==> src/rtl/fd_queue.sv <==
// Fetch-to-decode instruction queue: DEPTH-entry FIFO feeding a registered decode (D) stage.
// Define FDQ_BYPASS_EN to let a fetch word load D directly when the queue is empty and unstalled.
module fd_queue #(
    parameter int DEPTH  = 4,
    parameter int CNT_W  = $clog2(DEPTH + 1),
    parameter int VALC_W = 64,
    parameter int VALP_W = 64
) (
    input  logic              clk,
    input  logic              rst,
    input  logic              f_valid,
    output logic              f_ready,
    input  logic [2:0]        f_stat,
    input  logic [3:0]        f_Ins_Code,
    input  logic [3:0]        f_Ins_fun,
    input  logic [3:0]        f_rA,
    input  logic [3:0]        f_rB,
    input  logic [VALC_W-1:0] f_Val_C,
    input  logic [VALP_W-1:0] f_Val_P,
    input  logic              D_toBubble,
    input  logic              D_tostall,
    output logic              D_valid,
    output logic [2:0]        D_stat,
    output logic [3:0]        D_Ins_Code,
    output logic [3:0]        D_Ins_fun,
    output logic [3:0]        D_rA,
    output logic [3:0]        D_rB,
    output logic [VALC_W-1:0] D_Val_C,
    output logic [VALP_W-1:0] D_Val_P,
    output logic [CNT_W-1:0]  count
);

    localparam int PTR_W   = $clog2(DEPTH);
    localparam int ENTRY_W = 3 + 4 * 4 + VALC_W + VALP_W;
    localparam logic [CNT_W-1:0]   DEPTH_CNT = CNT_W'(DEPTH);
    localparam logic [ENTRY_W-1:0] NOP_WORD  =
        {3'd0, 4'd1, 4'd0, 4'hF, 4'hF, {VALC_W{1'b0}}, {VALP_W{1'b0}}};

    logic [ENTRY_W-1:0] mem [DEPTH];
    logic [ENTRY_W-1:0] d_word;
    logic [ENTRY_W-1:0] f_word;
    logic [PTR_W-1:0]   head;
    logic [PTR_W-1:0]   tail;
    logic [CNT_W-1:0]   count_q;
    logic               d_valid_q;
    logic               bypass;
    logic               push;
    logic               pop;

    assign f_word  = {f_stat, f_Ins_Code, f_Ins_fun, f_rA, f_rB, f_Val_C, f_Val_P};
    assign f_ready = (count_q < DEPTH_CNT);

`ifdef FDQ_BYPASS_EN
    assign bypass = f_valid && (count_q == '0) && !D_tostall && !D_toBubble;
`else
    assign bypass = 1'b0;
`endif

    // A bubble flushes, so the word offered alongside it is dropped rather than stored.
    assign push = f_valid && f_ready && !bypass && !D_toBubble;
    assign pop  = !D_toBubble && !D_tostall && (count_q != '0);

    always_ff @(posedge clk) begin
        if (push) begin
            mem[tail] <= f_word;
        end
    end

    always_ff @(posedge clk) begin
        if (rst || D_toBubble) begin
            d_word    <= NOP_WORD;
            d_valid_q <= 1'b0;
            head      <= '0;
            tail      <= '0;
            count_q   <= '0;
        end else begin
            if (pop) begin
                d_word    <= mem[head];
                d_valid_q <= 1'b1;
                head      <= head + 1'b1;
            end else if (!D_tostall) begin
                d_word    <= bypass ? f_word : NOP_WORD;
                d_valid_q <= bypass;
            end
            if (push) begin
                tail <= tail + 1'b1;
            end
            // Simultaneous push and pop leave occupancy unchanged.
            case ({push, pop})
                2'b10:   count_q <= count_q + CNT_W'(1);
                2'b01:   count_q <= count_q - CNT_W'(1);
                default: count_q <= count_q;
            endcase
        end
    end

    assign {D_stat, D_Ins_Code, D_Ins_fun, D_rA, D_rB, D_Val_C, D_Val_P} = d_word;
    assign D_valid = d_valid_q;
    assign count   = count_q;

endmodule

==> config.mk <==
export PLATFORM = sky130hd
export DESIGN_NAME = fd_queue
export DESIGN_NICKNAME = d
export VERILOG_FILES = /design/src/rtl/fd_queue.sv
export SDC_FILE = /design/constraint.sdc
export NUM_CORES = 1
export LEC_CHECK = 0
export CORE_AREA = 4 4 266 190
export DETAILED_ROUTE_END_ITERATION = 6
export DIE_AREA = 0 0 270 194
export PLACE_DENSITY = 0.78
export SLEW_MARGIN = 5
export SYNTH_ARGS = -nofsm -noshare
export SYNTH_HDL_FRONTEND = slang
export SYNTH_SLANG_ARGS = --single-unit
==> constraint.sdc <==
create_clock -name clk -period 7.5 [get_ports clk]
set_input_delay 1.5 -clock clk [delete_from_list [all_inputs] [get_ports clk]]
set_output_delay 1.5 -clock clk [all_outputs]
set_load 0.02 [all_outputs]
==> results.yml <==
outcome:
  status: "completed"
setup_path:
  r2r_cells: 3
  max_stage_delay_ns: 0.95
  crit_chain: "clkdlybuf4s50_1 > and2_4 > buf_4 > a22o_1"
  cp_slowest_cell: "and2_4"
  cp.arrival_ns: 4.19
  endpoint_kind: "flop"
  worstPathRequired_ns: 8.01
  critPathLaunchType: "input port"
  worstPathMaxFanout: 82
  path_class: "input port to flop"
floorplanning:
  initial_core_util_pct: 54.8
  dieWidth_um: 270
  core-area_um2: 47700
  rows: 67
  dieArea_um2: 52400
  fp.dieH_um: 194
  ios: 304
timing:
  setup_viol: 0
  timing.final.crit_share_pct: 49.1
  grt_setup_unrepaired: "false"
  tns_ns: 0
  maxSlewViolCount: 0
  slew_headroom_pct: 24.8
  clock.fmax_ghz: 0.271
  fin_crit_ns: 3.69
  setup_ws_ns: 3.81
  worst_slew_pin_slew_ns: 1.13
  fin_skew_ns: 0.0209
  hold_slack_ns: 0.476
  final_hold_viol_count: 0
clock_network:
  cts_setup_buffers: 0
  holdBufCountCts: 0
  numCtsBuffers: 69
  clk_path_buf_depth: 3
  htree_levels: 3
  cts_tree: "yes"
  clk_pin_slew_ns: 0.06
  cts_root_buf: "clkbuf_16"
  insertion_delay_ns: 0.59
  cts_num_sinks: 745
  cts_resized: 0
cells_and_area:
  fin_nets: 1633
  ff_latch_area_um2: 20800
  final_cells: 2157
  fillerInstances: 3030
  drive_above_1_share_pct: 17.8
  final_area_um2: 31900
  final_util_pct: 66.9
  multiInputGateArea_um2: 4930
  area_growth_pct: 22.1
synthesis:
  post-synth-top-count-cell: "edfxtp_1"
  netlist-cell-type-count: 32
  netlist.top_cell.by_area: "edfxtp_1"
  syn_avg_cell_area_um2: 22.7
  synth_edf_count: 588
  ys_top_cells_by_count: "edfxtp_1, dfxtp_1, mux4_2, a22o_1, clkbuf_1"
  yosys_warnings: 0
  syn_area_um2: 26100
  synth.top_cell.area_share_pct: 67.5
  ys_ff_latch: 745
  yosysSeqAreaShare_pct: 79.5
  synth_ff_type: "edfxtp_1"
  async_flop_share_pct: 0
  synthTopCellsByArea: "edfxtp_1, mux4_2, dfxtp_1"
  syn_inst: 1154
  syn-num-nets: 1312
route:
  drtIter0Drc: 1064
  dr.pass1.iters: 5
  drc: 0
  via_count: 12460
  drt_wl_total_mm: 52.5
  ant_nets: 0
  routed_via_density: 5.78
  wl_per_cell_um: 24.3
placed_design:
  portBuffers: 303
  dp_cells: 2025
  gp_congestion: 0.699
  pre_cts_slack_ns: 3.25
  placed_cell_area_um2: 29700
  dp.final_hpwl_mm: 29.7
worst_hold_path:
  hp-class: "flop to flop"
  whs_path_depth: 1
grt:
  gr-usage-all-layers_pct: 19.8
  grt.overflow.total: 0
  first_global_vias: 12834
  antenna_found_initial: 13
  grt_pass1_wl_mm: 79.3
  grt_start_max_net_pins: 88
job:
  cap_viol_max_count: 0
power_and_ir_drop:
  p_per_area_nw_per_um2: 255
  vdd_drop_max_mv: 0.229
  leakagePower_nw: 10.2
  finalPower_mw: 8.14
[layout make-up]
type,count,area share (%)
tap,621,2.43
antenna,4,0.0314
multi-input combinational,335,15.4
clock inverter,23,0.608
timing repair buffer,316,9.96
inverter,8,0.0941
clock buffer,105,6.25
sequential,745,65.2
[metal layers]
metal | GRT usage [%] | part of all wire, % | vias up | wire length [um]
met5 | 0 | 0.25 | - | 130
met3 | 5.83 | 7.7 | 97 | 4040
li1 | - | - | 5492 | -
met1 | 27.5 | 41 | 6466 | 21700
met2 | 31.5 | 49 | 387 | 25600
met4 | 4.77 | 1.8 | 18 | 959
[power breakdown]
part           switching [mW]  internal [mW]  leakage [nW]
combinational           0.119          0.127          2.50
sequential             0.0162           4.51          6.61
clock                    1.45           1.92          1.07
[final timing paths]
path	startpoint	end	slack, ns
hold / removal	d_word[25]	d_word[25]	0.48
hold reg to reg	d_word[25]	d_word[25]	0.48
setup reg to reg	flop	d_word[46]	4.75
setup / recovery	D_tostall	d_word[118]	3.81
[flip-flops by register name, indices dropped and copies added, names as in the netlist, named ones only]
name     cells
mem        588
count        3
tail         2
D_valid      1
d_word     147
head         2
[cell families after synthesis]
family | count (synthesis) | synth area share (%)
AO/OA/AOI/OAI | 153 | 5.06
XOR/XNOR | 3 | 0.101
adder cells (fa/ha/maj) | 6 | 0.316
buffers and inverters | 74 | 1.66
flip-flops | 745 | 79.5
multiplexers | 150 | 12.8
AND/OR/NAND/NOR | 23 | 0.541
[cells in the final DEF, fill, tap and decap left out, types with 2 or more instances in the layout]
cell type / count
a21oi_1: 3
or3_1: 2
xor2_1: 2
inv_6: 5
mux2_2: 2
mux4_2: 147
inv_1: 8
clkbuf_8: 7
nor2_1: 8
diode_2: 4
clkdlybuf4s50_1: 303
dfxtp_4: 2
edfxtp_1: 588
buf_4: 9
dfxtp_1: 155
clkbuf_16: 72
and2_4: 5
clkinvlp_4: 3
o22a_1: 9
ha_1: 5
buf_12: 4
bufinv_16: 2
clkbuf_1: 26
clkinv_2: 11
a22o_1: 138
[worst max-delay path: cells and delay by family]
family / cells / cell delay, ns
buf+inv: 2 / 1.41
compound gates: 1 / 0.26
simple gates: 1 / 0.95
Power figures use the tool's default switching activity.
